**src/rtl/exc_pkg.sv**
```systemverilog
// Shared types and encodings for the LEGv8 exception sequencer.
//   exc_state_t : sequencer state (NORMAL, HANDLER, HALTED)
//   CAUSE_*     : syndrome cause codes held in the low two bits of ESR
//   PCSEL_*     : next-PC source select driven to the fetch mux
package exc_pkg;

  typedef enum logic [1:0] {
    NORMAL  = 2'd0,
    HANDLER = 2'd1,
    HALTED  = 2'd2
  } exc_state_t;

  localparam logic [1:0] CAUSE_UNDEF = 2'b01;
  localparam logic [1:0] CAUSE_IRQ   = 2'b10;

  localparam logic [1:0] PCSEL_SEQ = 2'b00;
  localparam logic [1:0] PCSEL_VEC = 2'b01;
  localparam logic [1:0] PCSEL_ELR = 2'b10;

endpackage

```
**src/rtl/exc_ctrl_irq_handshake.sv**
```systemverilog
// Request/acknowledge handshake with the external interrupt source.
//   clk, Reset : core clock, synchronous active-high reset
//   irq_req    : level request from the source
//   take       : sequencer is vectoring to the handler for this IRQ this cycle
//   pending    : registered request waiting to be taken
//   irq_ack    : one-cycle acknowledge, the cycle after a take
module irq_handshake (
  input  logic clk,
  input  logic Reset,
  input  logic irq_req,
  input  logic take,
  output logic pending,
  output logic irq_ack
);

  logic pending_q, pending_d;
  logic ack_wait_q, ack_wait_d;
  logic irq_ack_q, irq_ack_d;

  always_comb begin
    pending_d  = pending_q;
    ack_wait_d = ack_wait_q;
    irq_ack_d  = take;

    // A take clears the request even if irq_req is still high this cycle;
    // ack_wait then blocks re-arming until the source drops its level.
    if (take) begin
      pending_d  = 1'b0;
      ack_wait_d = 1'b1;
    end else begin
      if (irq_req && !ack_wait_q) begin
        pending_d = 1'b1;
      end
      if (!irq_req) begin
        ack_wait_d = 1'b0;
      end
    end
  end

  always_ff @(posedge clk) begin
    if (Reset) begin
      pending_q  <= 1'b0;
      ack_wait_q <= 1'b0;
      irq_ack_q  <= 1'b0;
    end else begin
      pending_q  <= pending_d;
      ack_wait_q <= ack_wait_d;
      irq_ack_q  <= irq_ack_d;
    end
  end

  assign pending = pending_q;
  assign irq_ack = irq_ack_q;

endmodule

```
**src/rtl/exc_ctrl.sv**
```systemverilog
// Exception and interrupt sequencer for the single-cycle LEGv8 core.
// Decides per cycle whether the current instruction commits, vectors to the
// handler, or returns via ERET; holds ELR/ESR and a saturating IRQ counter.
//   clk, Reset         : core clock, synchronous active-high reset
//   PC                 : address of the instruction in this cycle
//   NotAnInstr, ERet   : decoder flags
//   irq_req / irq_ack  : interrupt source handshake
//   pc_sel             : next-PC source (00 seq, 01 vector, 10 elr), combinational
//   exc_vector         : handler entry address (constant VECTOR)
//   commit_en          : 0 suppresses architectural writes, combinational
//   elr, esr           : exception link register and syndrome
//   in_handler, halt   : state indications (halt = double fault)
//   irq_count          : interrupts taken, saturating
module exc_ctrl
  import exc_pkg::*;
#(
  parameter logic [63:0] VECTOR = 64'h0000_0000_0000_00D8,
  parameter int          CNT_W  = 8
) (
  input  logic             clk,
  input  logic             Reset,
  input  logic [63:0]      PC,
  input  logic             NotAnInstr,
  input  logic             ERet,
  input  logic             irq_req,
  output logic             irq_ack,
  output logic [1:0]       pc_sel,
  output logic [63:0]      exc_vector,
  output logic             commit_en,
  output logic [63:0]      elr,
  output logic [63:0]      esr,
  output logic             in_handler,
  output logic             halt,
  output logic [CNT_W-1:0] irq_count
);

  exc_state_t       state_q, state_d;
  logic [63:0]      elr_q, elr_d;
  logic [63:0]      esr_q, esr_d;
  logic [CNT_W-1:0] irq_count_q, irq_count_d;
  logic             pending;
  logic             take;

  irq_handshake u_irq_handshake (
    .clk     (clk),
    .Reset   (Reset),
    .irq_req (irq_req),
    .take    (take),
    .pending (pending),
    .irq_ack (irq_ack)
  );

  always_comb begin
    state_d     = state_q;
    elr_d       = elr_q;
    esr_d       = esr_q;
    irq_count_d = irq_count_q;
    pc_sel      = PCSEL_SEQ;
    commit_en   = 1'b1;
    halt        = 1'b0;
    take        = 1'b0;

    case (state_q)
      NORMAL: begin
        // ERET outside a handler is treated as an undefined instruction.
        // UNDEF wins over a pending IRQ, which simply stays pending.
        if (NotAnInstr || ERet) begin
          pc_sel    = PCSEL_VEC;
          commit_en = 1'b0;
          elr_d     = PC;
          esr_d     = {62'd0, CAUSE_UNDEF};
          state_d   = HANDLER;
        end else if (pending) begin
          pc_sel    = PCSEL_VEC;
          commit_en = 1'b0;
          take      = 1'b1;
          elr_d     = PC;
          esr_d     = {62'd0, CAUSE_IRQ};
          if (irq_count_q != {CNT_W{1'b1}}) begin
            irq_count_d = irq_count_q + 1'b1;
          end
          state_d   = HANDLER;
        end
      end
      HANDLER: begin
        // IRQs are masked here; a fault inside the handler is fatal and
        // leaves ELR/ESR describing the original exception.
        if (NotAnInstr) begin
          commit_en = 1'b0;
          state_d   = HALTED;
        end else if (ERet) begin
          pc_sel    = PCSEL_ELR;
          state_d   = NORMAL;
        end
      end
      HALTED: begin
        halt      = 1'b1;
        commit_en = 1'b0;
      end
      default: begin
        state_d = NORMAL;
      end
    endcase

    if (Reset) begin
      pc_sel    = PCSEL_SEQ;
      commit_en = 1'b0;
      take      = 1'b0;
    end
  end

  always_ff @(posedge clk) begin
    if (Reset) begin
      state_q     <= NORMAL;
      elr_q       <= 64'd0;
      esr_q       <= 64'd0;
      irq_count_q <= '0;
    end else begin
      state_q     <= state_d;
      elr_q       <= elr_d;
      esr_q       <= esr_d;
      irq_count_q <= irq_count_d;
    end
  end

  assign exc_vector = VECTOR;
  assign elr        = elr_q;
  assign esr        = esr_q;
  assign irq_count  = irq_count_q;
  assign in_handler = (state_q == HANDLER);

endmodule

```
**config.mk**
```make
export PLATFORM = sky130hd
export DESIGN_NAME = exc_ctrl
export DESIGN_NICKNAME = d
export VERILOG_FILES = /design/src/rtl/exc_pkg.sv /design/src/rtl/exc_ctrl_irq_handshake.sv /design/src/rtl/exc_ctrl.sv
export SDC_FILE = /design/constraint.sdc
export NUM_CORES = 1
export LEC_CHECK = 0
export ABC_AREA = 1
export BUFFER_PORTS_ARGS = -buffer_cell sky130_fd_sc_hd__buf_4
export CAP_MARGIN = 20
export CORE_AREA = 2 2 106 108
export DETAILED_ROUTE_END_ITERATION = 10
export DIE_AREA = 0 0 108 110
export PLACE_DENSITY = 0.73
export SLEW_MARGIN = 10
export SYNTH_ARGS = -nofsm -noshare
export SYNTH_HDL_FRONTEND = slang
export SYNTH_SLANG_ARGS = --single-unit
```
**constraint.sdc**
```tcl
create_clock -name clk -period 2.1 [get_ports clk]
set_input_delay 0.105 -clock clk [delete_from_list [all_inputs] [get_ports clk]]
set_output_delay 0.105 -clock clk [all_outputs]
set_load 0.05 [all_outputs]
```
==> results.md, run 1 <==
- Status: completed
- First-pass GRT wire length: 13000 um
- Starting Density: 0.371
- Filler cells: about 1.1k
- Post-route DRC: 0
- DRC violation total after the first TritonRoute iteration: around 120
- RSZ-0062 raised after global routing: false
- FP Rows: 38
- Worst path cell trace: inv_1 -> nand2_2 -> nand2_4 -> buf_12 -> nor2_1 -> buf_4
- Die H: 110 um
- CTS resizes: 0
- Max frequency: 0.561 GHz
- Chip width: 108 um
- Die ar.: 11900 um2
- Total area of sequential cells: 1580 um2
- Fin. Hold Viols: 0
- Period minus WS final: 1780 ps
- First-pass detailed-route iteration total: 4
- Vias in the first global route: 2743
- Max Cap Viol: 0
- Syn Area/Cell: just under 8 um2
- Clock root buffer master: clkbuf_8
- Num CTS Buffers: 9
- Fin crit share: 0.849
- Final slew viol count: 0
- Routed wire per std cell: 11.2 um
- Syn-to-layout area delta: 26.9%
- Critical path data arrival time: 1680 ps
- IO Port Bufs: 148
- Core footprint: 10700 um2
- Crit-path max cell delay: around 380 ps
- Post-Route Setup TNS: 0 ps
- Synth warnings: 0
- Dpl cell area: around 4700 um2
- Post-Syn Area: 3960 um2
- Design Area, Final: approximately 5000 um2
- Clk slew on worst S/H paths: around 80 ps
- Detailed Place HPWL: 6390 um
- IO Count: 275
- Hold Path Class: in2reg
- Layout cells sized above 1: 0.266
- Aggregate routed wire length: 9080 um
- Crit path kind: reg2out
- Multi-input logic area: 1680 um2
- Slowest CP cell: dfxtp_1
- Critical path startpoint category: register
- Register bit total from synthesis: 79
- Worst EP required: roughly 2000 ps
- Peak supply drop: around 380 uV
- Nets@finish: 738
- GR Overflow Total: 0
- PD cells: 989 nW/um2
- Antenna diodes: 0
- Largest area contributor in the netlist: dfxtp_1
- Leakage dissipation: ~2.6 nW
- GRT Overall Usage: 0.140
- RD Place Congestion: about 0.77
- Clk_lat worst skew: 340 ps
- Post-synthesis sequential area ratio: 0.399
- Total vias in the final route: between 3k and 4k
- Clk_skew: 8.14 ps
- Top area cells in the synthesized netlist: dfxtp_1, buf_4, nor2_1
- Via density: 4.04
- CTS tree: built
- Mapped Cells: 515
- Clock buffer depth: 2
- H-tree lvl count: 3
- Clock tree sinks: 79
- Largest net degree at the start of global routing: 66
- Final ANT Viol Nets: 0
- CP Capture Type: primary output
- Synth top area share: 0.399
- Antenna violations before repair: 0
- Crit-path max FO: 39
- Final setup vio count: 0
- Yosys cell types: 25
repair_timing:
item / CTS / global route
hold endpoints to repair: 12 / 2
buffers inserted: 0 / 0
hold buffers: 12 / 2
through the flow:
stage	std cells	worst slack, ps	hold slack (ps)	utilization	total power [W]
2_1_floorplan	639	16.4	250	-	0.00347
3_3_place_gp	783	667	348	0.436	0.00370
6_report	813	316	16.0	0.470	0.00498
3_5_place_dp	783	613	358	0.436	0.00372
5_1_grt	813	199	1.63	0.470	0.00521
4_1_cts	811	305	0.144	0.468	0.00502
synthesized netlist by cell type:
| library cell | n |
|---|---|
| inv_4 | 1 |
| a21oi_1 | 7 |
| inv_2 | 2 |
| nor4_1 | 1 |
| nand2_2 | 3 |
| nor2_8 | 1 |
| buf_6 | 10 |
| o21ai_0 | 63 |
| conb_1 | 2 |
| ha_1 | 1 |
| xnor2_1 | 2 |
| buf_2 | 4 |
| inv_1 | 14 |
| clkbuf_1 | 8 |
| dfxtp_1 | 79 |
| buf_4 | 126 |
| nand2_4 | 2 |
| nor2_1 | 146 |
| nand2_1 | 26 |
| xor2_1 | 1 |
| o21ai_1 | 4 |
| nand3_1 | 7 |
| a211oi_1 | 1 |
| nor2_4 | 2 |
| nand4_1 | 2 |
area by class of cell:
cell class / count / area share
repair buffers: 166 / 0.260
well taps: 140 / 0.0348
clock buffers: 11 / 0.0281
flip-flops and latches: 79 / 0.314
inverters: 17 / 0.0132
multi-input cells: 395 / 0.334
clock inverters: 5 / 0.0162
power by group:
part / total (W) / switching (W) / leakage, nW / internal, W
combinational: 0.00194 / 0.00148 / 1.80 / 0.000453
sequential: 0.00176 / 0.0000932 / 0.655 / 0.00167
clock: 0.00127 / 0.000571 / 0.110 / 0.000704
registers in the layout (all words and copies together), names as in the netlist:
| signal | count |
|---|---|
| elr | 64 |
| esr | 2 |
| irq_count | 8 |
| state_q | 2 |
| u_irq_handshake.ack_wait_q | 1 |
| u_irq_handshake.irq_ack | 1 |
| u_irq_handshake.pending | 1 |
cell usage in the layout, fill, tap and decap left out, types with 2 or more instances in the layout:
cell             n
nand2_4          2
bufinv_16        2
nand3_1          7
o21ai_0         63
xnor2_1          2
buf_4          150
nand2_1         26
buf_12           2
o21ai_1          4
nand4_1          2
a21oi_1          7
inv_1           13
dfxtp_1         79
inv_2            2
nand2_2          3
nor2_1         146
dlygate4sd3_1   14
conb_1         126
clkbuf_8        10
nor2_4           2
kinds of logic (layout without fill, tap and decap cells):
logic type / after synthesis / after routing / synth area share
flops: 79 / 79 / 0.399
compound gates: 75 / 75 / 0.0953
fa+ha+maj: 1 / 1 / 0.00316
simple gates: 190 / 190 / 0.198
xor+xnor: 3 / 3 / 0.00663
buf+inv: 165 / 199 / 0.296
other cells: 2 / 126 / 0.00189
worst max-delay path, delay by kind of cell (launching register included):
| family | cells | cell delay [ps] |
|---|---|---|
| buffers and inverters | 3 | 520 |
| AND/OR/NAND/NOR | 3 | 430 |
| flip-flops | 1 | 380 |
path summary, 6_finish.rpt:
check | start | end | slack (ps) | cells past startpoint
min | PC[39] | elr[39] | 20 | 3
min reg2reg | u_irq_handshake.ack_wait_q | u_irq_handshake.ack_wait_q | 460 | 2
max reg2reg | u_irq_handshake.pending | elr[21] | 600 | 7
max | u_irq_handshake.pending | pc_sel[0] | 320 | 6
metal layers:
metal | GRT usage | vias to the layer above | share of wire
li1 | - | 1661 | -
met2 | 0.263 | 144 | 0.51
met5 | 0 | - | 0
met3 | 0.0400 | 6 | 0.081
met1 | 0.154 | 1471 | 0.40
met4 | 0.0385 | 0 | 0.010
Power figures use the tool's default switching activity.
==> inputs of run 2 (changes only) <==
--- a/config.mk
+++ b/config.mk
@@ -11,7 +11,7 @@
 export CORE_AREA = 2 2 106 108
 export DETAILED_ROUTE_END_ITERATION = 10
 export DIE_AREA = 0 0 108 110
-export PLACE_DENSITY = 0.73
+export PLACE_DENSITY = 0.76
 export SLEW_MARGIN = 10
 export SYNTH_ARGS = -nofsm -noshare
 export SYNTH_HDL_FRONTEND = slang
==> constraint.sdc (replaced) <==
create_clock -name clk -period 1.45 [get_ports clk]
set_input_delay 0.0725 -clock clk [delete_from_list [all_inputs] [get_ports clk]]
set_output_delay 0.0725 -clock clk [all_outputs]
set_load 0.05 [all_outputs]
==> results.md, run 2 (same netlist as run 1, synthesis figures left out) <==
- Status: completed (unchanged)
- Post-route DRC: 0 (unchanged)
- Fin. Hold Viols: 0 (unchanged)
- Final slew viol count: 0 (unchanged)
- Clk_skew: 14.2 ps (was 8.14 ps)
- Final ANT Viol Nets: 0 (unchanged)
- GR Overflow Total: 0 (unchanged)
- Routed wire per std cell: 11.6 um (was 11.2 um)
- Dpl cell area: 4770 um2 (was 4670 um2)
- Aggregate routed wire length: 10100 um (was 9080 um)
- Clk slew on worst S/H paths: 90 ps (was 80 ps)
- Final setup vio count: 0 (unchanged)
- Period minus WS final: 1420 ps
- Fin util: 0.537 (was 0.470)
- Antenna violations before repair: 0 (unchanged)
- Clock buffer depth: 2 (unchanged)
- Fin crit share: 0.979
- CTS tree: built (unchanged)
- IO Count: 275 (unchanged)
- Met1 Wirelength: 3840 um (was 3630 um)
- Peak supply drop: 582 uV (was 376 uV)
- Die ar.: 11900 um2 (unchanged)
- Hold depth: 3 (unchanged)
- Chip width: 108 um (unchanged)
- Filler cells: 987 (was 1083)
- Die H: 110 um (unchanged)
- GRT Overall Usage: 0.160 (was 0.140)
- DRC violation total after the first TritonRoute iteration: 147 (was 117)
- Syn-to-layout area delta: 44.8% (was 26.9%)
- Top Metal Used: met4 (unchanged)
- Multi-input logic area: 1730 um2 (was 1680 um2)
- Worst EP required: 1380 ps (was 2000 ps)
- Largest net degree at the start of global routing: 47 (was 66)
- Starting Density: 0.371 (unchanged)
- RD Place Congestion: 0.831 (was 0.773)
- Worst slack at placement: 147 ps (was 613 ps)
- Detailed Place HPWL: 6510 um (was 6390 um)
- RSZ-0062 raised after global routing: true (was false)
- Clock root buffer master: clkbuf_8 (unchanged)
- Total vias in the final route: 3574 (was 3282)
- First-pass GRT wire length: 14900 um (was 13000 um)
- Total area of sequential cells: 1600 um2 (was 1580 um2)
- Critical path data arrival time: 1350 ps (was 1680 ps)
- Core footprint: 10700 um2 (unchanged)
- Most frequent cells in the layout: buf_4, nor2_1, conb_1 (unchanged)
- Leakage dissipation: 2.87 nW (was 2.56 nW)
- Design Area, Final: 5740 um2 (was 5030 um2)
- Setup ws final: 30.6 ps (was 316 ps)
- Crit-path max FO: 4 (was 39)
- Num CTS Buffers: 9 (unchanged)
- Nets@finish: 798 (was 738)
- Clock tree sinks: 79 (unchanged)
- Max Cap Viol: 0 (unchanged)
- PD cells: 1300 nW/um2 (was 989 nW/um2)
- Met2 wire length: 5380 um (was 4620 um)
- Commonest non-fill, non-tap cell in the layout: buf_4 (unchanged)
- Max reg flops: 64 (unchanged)
- Met3 wire length: 754 um (was 732 um)
- H-tree lvl count: 3 (unchanged)
- Hold Path Class: in2reg (unchanged)
- Clk_lat worst skew: 340 ps (about the same)
- FF-to-FF path depth: 6 (was 7)
- Layout cells sized above 1: 0.284 (was 0.266)
- IO Port Bufs: 148 (unchanged)
- Crit path kind: reg2out (unchanged)
- First-pass detailed-route iteration total: 4 (unchanged)
- CP Capture Type: primary output (unchanged)
- Critical path startpoint category: register (unchanged)
- Min Hold Slack: 12.2 ps (was 16.0 ps)
- Max frequency: 0.705 GHz
- Antenna diodes: 0 (unchanged)
- FP Rows: 38 (unchanged)
- Via density: 4.10 (was 4.04)
- Vias in the first global route: 3111 (was 2743)
-- run 2: cell types whose count changed in the layout (fill, tap and decap cells not counted), moves of 2 or more --
cell / before / now
dlygate4sd3_1: 14 / 60
buf_4: 150 / 157
dfxtp_1: 79 / 72
dfxtp_2: 0 / 5
o21ai_0: 63 / 59
buf_12: 2 / 5
buf_6: 0 / 3
o21ai_1: 4 / 7
dfxtp_4: 0 / 2
nor2_1: 146 / 144
-- run 2: final cells by class --
cell class                      count  share of cell area
Timing Repair Buffer              226               0.339
Inverter                           17              0.0124
Clock inverter                      5              0.0142
Sequential cell                    79               0.278
Tap cell                          140              0.0305
Multi-Input combinational cell    395               0.302
Clock buffer                       10              0.0240
-- run 2: final timing paths --
check	from	endpoint	slack, ps
worst max register to register	state_q[1]	elr[41]	110
worst min-delay path	PC[12]	elr[12]	10
worst max-delay path	state_q[1]	commit_en	30
worst min register to register	u_irq_handshake.ack_wait_q	u_irq_handshake.ack_wait_q	470
-- run 2: power by group --
part | switching (W) | internal (W) | total, W
Clock | 0.000816 | 0.00101 | 0.00183
Sequential | 0.000140 | 0.00242 | 0.00256
Combinational | 0.00223 | 0.000865 | 0.00309
-- run 2: timing repair --
item / in CTS / in global routing
gates resized for setup: 11 / 12
hold buffers: 60 / 0
setup buffers: 1 / 7
setup endpoints to repair: 3 / 6
pin swaps: 2 / 6
endpoints found under the hold margin: 61 / 0
cloned: 1 / 0
-- run 2: per-layer routing --
metal / up-vias / GRT usage
met4: 0 / 0.0614
li1: 1784 / -
met3: 14 / 0.0300
met1: 1614 / 0.180
met2: 162 / 0.298
met5: - / 0
-- run 2: stage by stage --
stage | setup TNS (ps) | cells | total power [W]
floorplan | -48.2 | 639 | 0.00504
global placement | 0 | 788 | 0.00543
detailed placement | 0 | 788 | 0.00545
CTS | 0 | 865 | 0.00750
global route | -44.0 | 872 | 0.00784
finish | 0 | 872 | 0.00748
-- run 2: worst max-delay path, stage by stage, from the launching register on --
cell and delay [ps]:
dfxtp_4 410, nor2_4 50, nand2_2 80, o21ai_4 70, a211oi_4 210, buf_6 190
